### src/rtl/muldiv_unit.sv
// rtl/muldiv_unit.sv - iterative 32-cycle shift-add multiply / restoring divide unit with HI/LO registers
// Optional: define MULDIV_SIGNED_EN to build signed MULT/DIV correction in the FIX state.
`timescale 1ns/1ps
module muldiv_unit #(
    parameter int WIDTH = 32
) (
    input  logic             clock,
    input  logic             reset,
    input  logic             start,
    input  logic [1:0]       op,
    input  logic [WIDTH-1:0] rs_in,
    input  logic [WIDTH-1:0] rt_in,
    input  logic             hi_we,
    input  logic             lo_we,
    input  logic [WIDTH-1:0] mt_data,
    output logic             busy,
    output logic             done,
    output logic             div_by_zero,
    output logic [WIDTH-1:0] hi_out,
    output logic [WIDTH-1:0] lo_out
);
    typedef enum logic [1:0] {IDLE, RUN, FIX, DONE} state_t;
    localparam logic [5:0] LAST_ITER = 6'(WIDTH - 1);

    state_t             state;
    logic [5:0]         iter_cnt;
    logic               is_div;
    logic               div_zero_q;
    logic [WIDTH-1:0]   operand_q;
    logic [WIDTH-1:0]   dividend_q;
    logic [2*WIDTH-1:0] acc;

    logic [WIDTH-1:0]   rs_mag;
    logic [WIDTH-1:0]   rt_mag;
    logic [WIDTH-1:0]   res_hi;
    logic [WIDTH-1:0]   res_lo;
    logic [WIDTH:0]     mul_sum;
    logic [WIDTH:0]     div_shift;
    logic [WIDTH:0]     div_diff;
    logic [2*WIDTH-1:0] acc_step;

`ifdef MULDIV_SIGNED_EN
    logic rs_neg;
    logic rt_neg;
    logic neg_lo_q;
    logic neg_hi_q;

    assign rs_neg = op[0] & rs_in[WIDTH-1];
    assign rt_neg = op[0] & rt_in[WIDTH-1];
    assign rs_mag = rs_neg ? -rs_in : rs_in;
    assign rt_mag = rt_neg ? -rt_in : rt_in;

    // Multiply negates the full product; divide negates quotient and remainder independently.
    always_comb begin
        if (!is_div) begin
            {res_hi, res_lo} = neg_lo_q ? -acc : acc;
        end else begin
            res_hi = neg_hi_q ? -acc[2*WIDTH-1:WIDTH] : acc[2*WIDTH-1:WIDTH];
            res_lo = neg_lo_q ? -acc[WIDTH-1:0] : acc[WIDTH-1:0];
        end
    end
`else
    logic unused_op_sign;

    assign unused_op_sign = op[0];
    assign rs_mag = rs_in;
    assign rt_mag = rt_in;
    assign res_hi = acc[2*WIDTH-1:WIDTH];
    assign res_lo = acc[WIDTH-1:0];
`endif

    // acc holds {product_hi, multiplier} for multiply and {remainder, dividend/quotient} for divide.
    always_comb begin
        mul_sum   = {1'b0, acc[2*WIDTH-1:WIDTH]} + {1'b0, operand_q & {WIDTH{acc[0]}}};
        div_shift = acc[2*WIDTH-1:WIDTH-1];
        div_diff  = div_shift - {1'b0, operand_q};
        if (!is_div) begin
            acc_step = {mul_sum, acc[WIDTH-1:1]};
        end else if (div_diff[WIDTH]) begin
            acc_step = {div_shift[WIDTH-1:0], acc[WIDTH-2:0], 1'b0};
        end else begin
            acc_step = {div_diff[WIDTH-1:0], acc[WIDTH-2:0], 1'b1};
        end
    end

    always_ff @(posedge clock or negedge reset) begin
        if (!reset) begin
            state       <= IDLE;
            iter_cnt    <= '0;
            is_div      <= 1'b0;
            div_zero_q  <= 1'b0;
            operand_q   <= '0;
            dividend_q  <= '0;
            acc         <= '0;
            hi_out      <= '0;
            lo_out      <= '0;
            busy        <= 1'b0;
            done        <= 1'b0;
            div_by_zero <= 1'b0;
`ifdef MULDIV_SIGNED_EN
            neg_lo_q    <= 1'b0;
            neg_hi_q    <= 1'b0;
`endif
        end else begin
            case (state)
                IDLE: begin
                    if (hi_we) hi_out <= mt_data;
                    if (lo_we) lo_out <= mt_data;
                    if (start) begin
                        state      <= RUN;
                        busy       <= 1'b1;
                        iter_cnt   <= '0;
                        is_div     <= op[1];
                        div_zero_q <= op[1] && (rt_in == '0);
                        dividend_q <= rs_in;
                        if (op[1]) begin
                            operand_q <= rt_mag;
                            acc       <= {{WIDTH{1'b0}}, rs_mag};
                        end else begin
                            operand_q <= rs_mag;
                            acc       <= {{WIDTH{1'b0}}, rt_mag};
                        end
`ifdef MULDIV_SIGNED_EN
                        neg_lo_q <= rs_neg ^ rt_neg;
                        neg_hi_q <= rs_neg & op[1];
`endif
                    end
                end
                RUN: begin
                    acc      <= acc_step;
                    iter_cnt <= iter_cnt + 6'd1;
                    if (iter_cnt == LAST_ITER) state <= FIX;
                end
                FIX: begin
                    state       <= DONE;
                    done        <= 1'b1;
                    div_by_zero <= div_zero_q;
                    hi_out      <= div_zero_q ? dividend_q : res_hi;
                    lo_out      <= div_zero_q ? {WIDTH{1'b1}} : res_lo;
                end
                DONE: begin
                    state       <= IDLE;
                    busy        <= 1'b0;
                    done        <= 1'b0;
                    div_by_zero <= 1'b0;
                end
                default: state <= IDLE;
            endcase
        end
    end
endmodule

### config.mk
export PLATFORM = sky130hd
export DESIGN_NAME = muldiv_unit
export DESIGN_NICKNAME = d
export VERILOG_FILES = /design/src/rtl/muldiv_unit.sv
export SDC_FILE = /design/constraint.sdc
export NUM_CORES = 1
export LEC_CHECK = 0
export CAP_MARGIN = 30
export CORE_ASPECT_RATIO = 2
export CORE_MARGIN = 4
export CORE_UTILIZATION = 52
export DETAILED_ROUTE_END_ITERATION = 6
export PLACE_DENSITY = 0.78
export SYNTH_ARGS = -nofsm -noshare
export SYNTH_HDL_FRONTEND = slang
export SYNTH_SLANG_ARGS = --single-unit
### constraint.sdc
create_clock -name clock -period 2.7 [get_ports clock]
set_input_delay 0.54 -clock clock [delete_from_list [all_inputs] [get_ports clock]]
set_output_delay 0.54 -clock clock [all_outputs]
set_load 0.1 [all_outputs]
# Word-level counts from Yosys, hierarchy flattened
# Index checks and enable logic that the tools add are counted.
# W data, S select, Z words.
[word_totals] regBits=205 inputBits=103 output_inout_bits=67
[classes] addsub=3 eq_ne=8 muxes=21 n_bitwise=1 reduce_logical=13
[op_table] op="$mux W32" count=6
[op_table] op="$mux W64" count=3
[op_table] op="$pmux W32 S2" count=2
[op_table] op="$pmux W64 S2" count=1
[op_table] op="$add A32 B32 Y33" count=1
[op_table] op="$sub A33 B32 Y33" count=1
[op_table] op="$and A32 B32 Y32" count=1
[op_table] op="$logic_not A32 Y1" count=1
[op_table] op="$pmux W6 S2" count=1
[op_table] op="$reduce_and A2 Y1" count=6
[op_table] op="$ne A2 B2 Y1 const B" count=4
[op_table] op="$pmux W2 S4" count=1
[op_table] op="$reduce_bool A2 Y1" count=4
[op_table] op="$add A6 B1 Y6 const B" count=1
[op_table] op="$eq A6 B5 Y1 const B" count=1
[op_table] op="$mux W6" count=1
[op_table] op="$pmux W1 S2" count=3
[op_table] op="$eq A2 B2 Y1 const B" count=2
[op_table] op="$mux W2" count=2
[op_table] op="$eq A2 B1 Y1 const B" count=1
[op_table] op="$logic_not A2 Y1" count=1
[op_table] op="$logic_and A1 B1 Y1" count=1
[op_table] op="$mux W1" count=1

# Logic depth before layout (Yosys ltp)
# Gate-level depths: netlist (run 1).
[logic_depth] word_depth=4 ltp_mapped=15

# Least setup slack after synthesis (run 1)
# No wires, ideal clock.
[synth_timing] kind="flip-flop to flip-flop" startpoint="register acc[0]" endpoint="register acc[63]" setup_ns=0.119 t_arrival_ns=2.924 slack_ns=-0.343 path_stages_with_launch=15 n_path_buf=2 cell_sequence="dfrtp_1 > clkbuf_1 > and2_1 > ha_1 > clkbuf_1 > a21o_1 > a21o_1 > a21oi_1 > o31ai_1 > a2111oi_2 > o21bai_1 > a311o_1 > nand3_1 > a21oi_1 > o21a_1"
[synth_between] elab_chain_len=4
[synth_lines] element="start, declared" line="31" source="logic [2*WIDTH-1:0] acc;"
[synth_lines] element="start signal, assigned" line="118" source="acc <= {{WIDTH{1'b0}}, rs_mag};"
[synth_lines] element="start signal, assigned" line="121" source="acc <= {{WIDTH{1'b0}}, rt_mag};"
[synth_lines] element="start signal, assigned" line="130" source="acc <= acc_step;"
[synth_lines] element="$and A32 B32 Y32" line="74" source="mul_sum = {1'b0, acc[2*WIDTH-1:WIDTH]} + {1'b0, operand_q & {WIDTH{acc[0]}}};"
[synth_lines] element="$add A32 B32 Y33" line="74"
[synth_lines] element="$mux W64" line="77" source="if (!is_div) begin"
[synth_lines] element="$pmux W64 S2" line="105" source="case (state)"
# Every way passes these cells.
# A chain may end at the register's enable or synchronous reset.

# Worst setup path after layout (run 1)
[layout_timing] startpoint="register operand_q[0]" endpoint="register acc[35]"
[layout_between] elab_chain_len=4
[layout_lines] element="start, declared" line="29" source="logic [WIDTH-1:0] operand_q;"
[layout_lines] element="start signal, assigned" line="117" source="operand_q <= rt_mag;"
[layout_lines] element="start signal, assigned" line="120" source="operand_q <= rs_mag;"
[layout_lines] element="$sub A33 B32 Y33 or $and A32 B32 Y32 (tied branches)" line="76, 74"
[layout_lines] element="$mux W64 or $add A32 B32 Y33 (tied branches)" line="79, 74"
[layout_lines] element="$mux W64 *" line="77"
[layout_lines] element="$pmux W64 S2 *" line="105"
# Every way passes the cells marked *; elsewhere a longest branch is shown, timed or not.

==> key figures, run 1 <==
CTS
  • Clock root cell: clkbuf_16
  • CTS tree: yes
  • Worst-skew pair later-pin latency: 0.51 ns
  • Max clock buf depth: 3
  • Clock sinks: 205
  • CTS Buf Count: 19
  • Worst-path clk slew: 0.07 ns
  • Max H-tree Level: 1
  • Post-CTS Hold Buffers: 0

Synthesis
  • Cell variety after synth: 68
  • Post-synth EDFFs: 0
  • Synth Area per Inst: 8.784 sq um
  • Main combinational cell family by area after synthesis: compound AO/OA/AOI/OAI gates
  • Post-synth top flop: dfrtp_1
  • Ys async rst share: 100.0%
  • Post-synthesis compound-gate area fraction: 21.19%
  • Sequential area share after synthesis: 37.10%
  • Synth Cell Area: 13830 sq um
  • Synth Warn #: 0
  • Mapped Nets: 1748
  • #FFs+latches synth: 205
  • Synth Area in Simple Gates: 14.38%
  • Post-Syn Instances: 1574
  • Synth Area in XOR/XNOR: 3.231%
  • Mux contribution to synthesized area: 13.54%
  • Adder-Cell Fraction of Synth Area: 6.534%

Timing
  • Fin crit period: 3.062 ns
  • Fmax: 0.3266 GHz
  • Slew @ Worst Pin: 0.8232 ns
  • Fin crit share: 113.4%
  • Skew final: 0.02883 ns
  • Min setup slack post-route: -0.3617 ns
  • Final setup fails: 33
  • Hold Vio Cnt, Final: 0
  • Slew Limit Fails: 0
  • Max-slew headroom: 45.12%
  • Final hold slack: 0.03451 ns
  • Setup repair after global routing missed its margin: true

GRT
  • Global-route wire length before repair: 72.48 mm
  • Gr usage total: 30.97%
  • GRT overflow: 0
  • Pin count of the biggest net entering global routing: 101
  • Antenna violations before repair: 1
  • Vias in the first global route: 13.90k

Floorplan
  • Die Ht: 238.6 microns
  • Die area: 29420 sq um
  • Initial cell density of the core: 52.62%
  • Std cell rows: 84
  • Core Region: 26280 sq um
  • Die Wd: 123.3 microns
  • Num ports: 170

Pwr
  • Pwr Density: 1430 nW/um^2
  • Static leakage: 8.790 nW
  • Peak supply drop: 0.0006809 V

Setup path
  • CP Data Arrival Time: 3.43 ns
  • Critical-path maximum fanout: 7
  • Crit path kind: reg2reg
  • CP top delay family: compound AO/OA/AOI/OAI gates
  • Critical Path RT: 3.07 ns
  • Most frequent CP cell: buf_12
  • Setup crit start kind: register
  • R2r setup slk: -0.36 ns
  • CP max-delay cell: dfrtp_1
  • Worst Path Buf+Inv: 3
  • Worst-path cell chain: ha_4, fa_2, nor2b_4, o31ai_4, a211oi_2, nor2_2, nand3_2, a31oi_2, a311oi_4, buf_6, buf_12, buf_12, nor2b_1, a31oi_1, o21ai_1
  • CP peak stage delay: 0.45 ns
  • CP endpoint kind: register

Cells and area
  • Finished Cell Area: 19120 sq um
  • Layout Nets: 2100
  • Register area: 5136 sq um
  • Area of the multi-input gates: 8996 sq um
  • Fillcell total: 1828
  • Area Overhead vs Synth: 38.27%
  • Share of cells above drive strength 1: 28.60%

Routing
  • WL final: 48.04 mm
  • Routed WL per cell: 21.05 microns
  • Remaining DRCs: 0
  • Via Count: 13.86k
  • Initial drt markers: 1281
  • Post-route ant nets: 0
  • Vias per cell: 6.074
  • DRT Pass-1 Iters: 5

Status
  • Status: finished, violations left
  • Failing checks: setup timing

Place
  • GPL Wtd Cong: 0.9498
  • Pre-CTS worst setup slack: -0.5185 ns
  • HPWL after DPL: 33.93 mm
  • Number of port buffers: 168
  • Post-Place Cell Area: 17360 sq um

Min path
  • Hold crit path type: in2async

Flow run
  • Max-Cap Viols: 0
-- sequential cells by signal, indices dropped and copies added, names as in the netlist --
name,cells
state,2
div_by_zero,1
busy,1
is_div,1
lo_out,32
dividend_q,32
acc,64
hi_out,32
iter_cnt,6
operand_q,32
done,1
div_zero_q,1
-- repair_timing --
action,CTS,global route
endpoints found under the hold margin,0,0
setup buffers,24,15
gates resized for setup,92,70
pin swaps,53,53
setup endpoints to repair,33,33
gates cloned,3,0
-- layout by cell type (no fill, tap or decap), drive strengths merged, types with 26 or more instances in the layout --
cell type      netlist  routed
and2                39      39
clkbuf              81      26
nand2              216     216
o22ai               35      35
mux2                64      64
xnor2               29      29
buf                 15     327
a21oi               87      87
dfrtp              205     205
inv                 47      48
clkdlybuf4s50        0      99
a21o                37      37
mux2i              115     115
nor2                73      73
o21ai              225     225
ha                  69      69
-- report_power, final --
part	switching [mW]	internal (mW)	total [mW]	leakage, nW
logic	11.3	7.40	18.7	5.89
clock network	1.23	1.79	3.02	0.334
registers	1.17	4.48	5.65	2.56
total	13.7	13.7	27.3	8.79
-- per-stage QoR --
stage	utilization [%]	setup TNS, ns	cells	power, mW
floorplan	-	-0.2958	1574	16.69
global placement	66.06	-11.82	2210	21.51
detailed placement	66.06	-13.43	2210	21.95
CTS	71.08	-8.999	2268	26.39
global route	72.76	-12.32	2282	28.78
finish	72.76	-9.483	2282	27.34
-- per-layer routing --
layer | up-vias | GRT usage (%) | share of wire, %
li1 | 6342 | - | -
met1 | 6728 | 34.98 | 36
met2 | 599 | 56.06 | 52
met3 | 193 | 3.528 | 5.7
met4 | 0 | 16.07 | 5.7
met5 | - | 0 | 0
-- synthesized netlist by cell type (all sizes together), types with 22 or more instances --
cell	n	area, sq um
a21o	37	277.8
a21oi	87	439.2
and2	39	244.0
clkbuf	81	304.0
dfrtp	205	5130
ha	69	863.3
inv	47	176.4
mux2	64	720.7
mux2i	115	1151
nand2	216	810.8
nor2	73	276.5
o21ai	225	1126
o22ai	35	219.0
xnor2	29	254.0
xor2	22	192.7
-- path summary, 6_finish.rpt --
kind,start,end,cells past startpoint
min in group clock,hi_out[24],hi_out[24],2
max in group asynchronous,reset,operand_q[21],2
worst min-delay path,reset,operand_q[8],1
worst max-delay path,operand_q[0],acc[35],15
worst min register to register,hi_out[24],hi_out[24],2
worst max register to register,operand_q[0],acc[35],15
-- area by class of cell --
class / count / share of cell area, %
Timing Repair Buffer: 427 / 19.31
Multi-Input combinational cell: 1226 / 47.06
Sequential cell: 205 / 26.87
Tap cell: 344 / 2.251
Antenna cell: 1 / 0.01309
Clock inverter: 7 / 0.7461
Inverter: 47 / 0.9359
Clock buffer: 25 / 2.814
-- kinds of logic after synthesis --
family	count (synthesis)
compound gates	489
xor+xnor	51
fa+ha+maj	71
buf+inv	143
flops	205
mux	179
simple gates	436
(Power assumes the default switching activity.)
==> run 2: changes to the inputs <==
--- a/config.mk
+++ b/config.mk
@@ -11,6 +11,7 @@
 export CORE_UTILIZATION = 52
 export DETAILED_ROUTE_END_ITERATION = 6
 export PLACE_DENSITY = 0.78
+export RECOVER_POWER = 100
 export SYNTH_ARGS = -nofsm -noshare
 export SYNTH_HDL_FRONTEND = slang
 export SYNTH_SLANG_ARGS = --single-unit
==> run 2 against run 1 <==
Effect of this change: the run ends with capacitance limit, slew limit, setup timing left; critical endpoint unchanged; sequential cell count unchanged; total power decreased by 1.9%; design area decreased by 1.8%.
==> key figures, run 2 (synthesized netlist as in run 1, its figures left out) <==
Timing
  • Setup repair after global routing missed its margin: true
  • Hold Vio Cnt, Final: 0 (unchanged)
  • Slew @ Worst Pin: 1.898 ns (+1.075 ns)
  • Slew Limit Fails: 76 (+76)
  • Final hold slack: 0.4781 ns (+0.4436 ns)
  • Fin crit period: 3.046 ns (-0.01606 ns)
  • Fin crit share: 112.8% (-0.59 points)
  • Skew final: 0.02958 ns (+0.0007502 ns)
  • Min setup slack post-route: -0.3456 ns (+0.01606 ns)
  • Setup TNS: -15.21 ns (-5.728 ns)
  • Max-slew headroom: -26.53% (-72 points)
  • Fmax: 0.3283 GHz (+0.53%)
  • Final setup fails: 100 (+200%)

GRT
  • Global-route wire length before repair: 72.48 mm (unchanged)
  • GR peak layer: met2
  • Gr usage total: 30.97% (unchanged)
  • Met3 Usage GRT: 3.528% (unchanged)
  • Antenna violations before repair: 1 (unchanged)
  • Vias in the first global route: 13.90k (unchanged)
  • Pin count of the biggest net entering global routing: 101 (unchanged)
  • GRT overflow: 0 (unchanged)
  • Met2 usage: 56.06% (unchanged)
  • Met1 Use GR: 34.98% (unchanged)

Place
  • Pre-CTS worst setup slack: -0.5185 ns (unchanged)
  • HPWL after DPL: 33.93 mm (unchanged)
  • Number of port buffers: 168 (unchanged)
  • Placed cells: 2210 (unchanged)
  • GPL Wtd Cong: 0.9498 (unchanged)
  • Post-Place Cell Area: 17360 sq um (unchanged)

Pwr
  • Sequential share of power: 21.0% (+0.3 points)
  • Pwr Density: 1429 nW/um^2 (about the same)
  • Total power: 26.83 mW (-1.9%)
  • Internal: 13.19 mW (-3.5%)
  • Static leakage: 8.495 nW (-3.4%)
  • NetSw: 13.64 mW (-0.24%)
  • Switching Share: 50.84% (+0.83 points)
  • Comb pwr share: 67.8% (-0.5 points)
  • Peak supply drop: 0.0006767 V (-0.63%)
  • Clock share of power: 11.3% (+0.3 points)

Flow run
  • Max-Cap Viols: 1 (+1)

Setup path
  • Setup crit start kind: register
  • CP Data Arrival Time: 3.42 ns (about the same)
  • Worst r2r path cells: 15 (unchanged)
  • Crit path kind: reg2reg
  • Critical-path maximum fanout: 7 (unchanged)
  • Critical R2R Launch: operand_q[0]
  • FF-to-FF End: acc[35]
  • R2r setup slk: -0.35 ns (+0.02 ns)
  • Critical Path RT: 3.07 ns (about the same)
  • CP endpoint kind: register

CTS
  • Clock sinks: 205 (unchanged)
  • Clock root cell: clkbuf_16
  • CTS Buf Count: 19 (unchanged)
  • Worst-skew pair later-pin latency: 0.51 ns (about the same)
  • Max H-tree Level: 1 (unchanged)
  • Max clock buf depth: 3 (unchanged)
  • Worst-path clk slew: 0.07 ns (about the same)
  • CTS tree: yes

Routing
  • WL final: 48.12 mm (+0.16%)
  • DRT Pass-1 Iters: 5 (unchanged)
  • Initial drt markers: 1293 (+0.94%)
  • Via Count: 13.87k (+0.029%)
  • Post-route ant nets: 0 (unchanged)
  • Remaining DRCs: 0 (unchanged)
  • Routed WL per cell: 21.09 microns (+0.16%)
  • Vias per cell: 6.076 (about the same)

Cells and area
  • Commonest non-fill, non-tap cell in the layout: buf_4
  • Top reg by flops: acc
  • Non-filler cells in the finished layout: 2282 (unchanged)
  • Finished Cell Area: 18770 sq um (-1.8%)
  • Area Overhead vs Synth: 35.79%
  • Share of cells above drive strength 1: 24.68% (-3.9 points)
  • Max reg flops: 64 (unchanged)
  • Final Util: 71.45% (-1.3 points)
  • Layout Nets: 2100 (unchanged)
  • Commonest non-fill, non-tap cells in the layout: buf_4, nand2_1, dfrtp_1

Floorplan
  • Core Region: 26280 sq um (unchanged)
  • Die Ht: 238.6 microns (unchanged)
  • Num ports: 170 (unchanged)
  • Die Wd: 123.3 microns (unchanged)
  • Std cell rows: 84 (unchanged)
  • Die area: 29420 sq um (unchanged)
  • Initial cell density of the core: 52.62% (unchanged)

Status
  • Status: finished, violations left
  • Failing checks: capacitance limit, slew limit, setup timing

Min path
  • Hold crit path type: reg2reg
  • Hold_sp: hi_out[24]
  • Hold depth: 2
  • Hold EP: hi_out[24]
==> run 2: changes by cell type in the layout (fill, tap and decap cells not counted), sizes merged <==
cell,before,now
clkbuf,26,105
buf,327,248
==> run 2: timing repair <==
action | in CTS | in global routing
gates cloned | 3 | 0
resized for setup | 92 | 70
hold buffers | 0 | 0
pin swaps | 53 | 53
endpoints found under the hold margin | 0 | 0
buffers inserted | 24 | 15
endpoints found under the setup margin | 33 | 33
==> run 2: per-layer routing <==
layer	vias up	share of wire, %
met1	6737	37
li1	6347	-
met4	0	5.6
met2	595	52
met3	187	5.5
met5	-	0
==> run 2: critical path, stage by stage (launching register included) <==
cell      delay [ns]
dfrtp_1         0.44
ha_4            0.20
fa_2            0.38
nor2b_4         0.16
o31ai_4         0.08
a211oi_2        0.29
nor2_2          0.07
nand3_2         0.14
a31oi_2         0.12
a311oi_4        0.24
buf_6           0.19
buf_12          0.16
buf_12          0.12
nor2b_1         0.05
a31oi_1         0.16
o21ai_1         0.09
==> run 2: worst max path at each step <==
stage	from	to	slack, ns	cells past startpoint
detailed placement	acc[31]	acc[39]	-0.52	14
floorplan	acc[0]	acc[63]	-0.09	14
global placement	operand_q[0]	acc[37]	-0.46	13
global route	acc[32]	acc[63]	-0.43	14
CTS	acc[0]	acc[63]	-0.38	14
finish	operand_q[0]	acc[35]	-0.35	15
==> run 2: layout make-up <==
cell class | instances | area [sq um]
multi-input cells | 1226 | 8962
fillers | 1907 | 7501
flip-flops and latches | 205 | 5136
repair buffers | 427 | 3383
clock buffers | 25 | 538.0
well taps | 344 | 430.4
inverters | 47 | 178.9
clock inverters | 7 | 142.6
diodes | 1 | 2.502
==> run 2: power by group through the flow <==
stage	logic [mW]	clock network, mW	registers [mW]
final	18.2	3.02	5.63
after floorplan	8.00	0	8.69
after global placement	15.9	0	5.58
after global routing	19.3	3.16	5.76
after detailed placement	16.3	0	5.63
after CTS	17.8	3.02	5.60
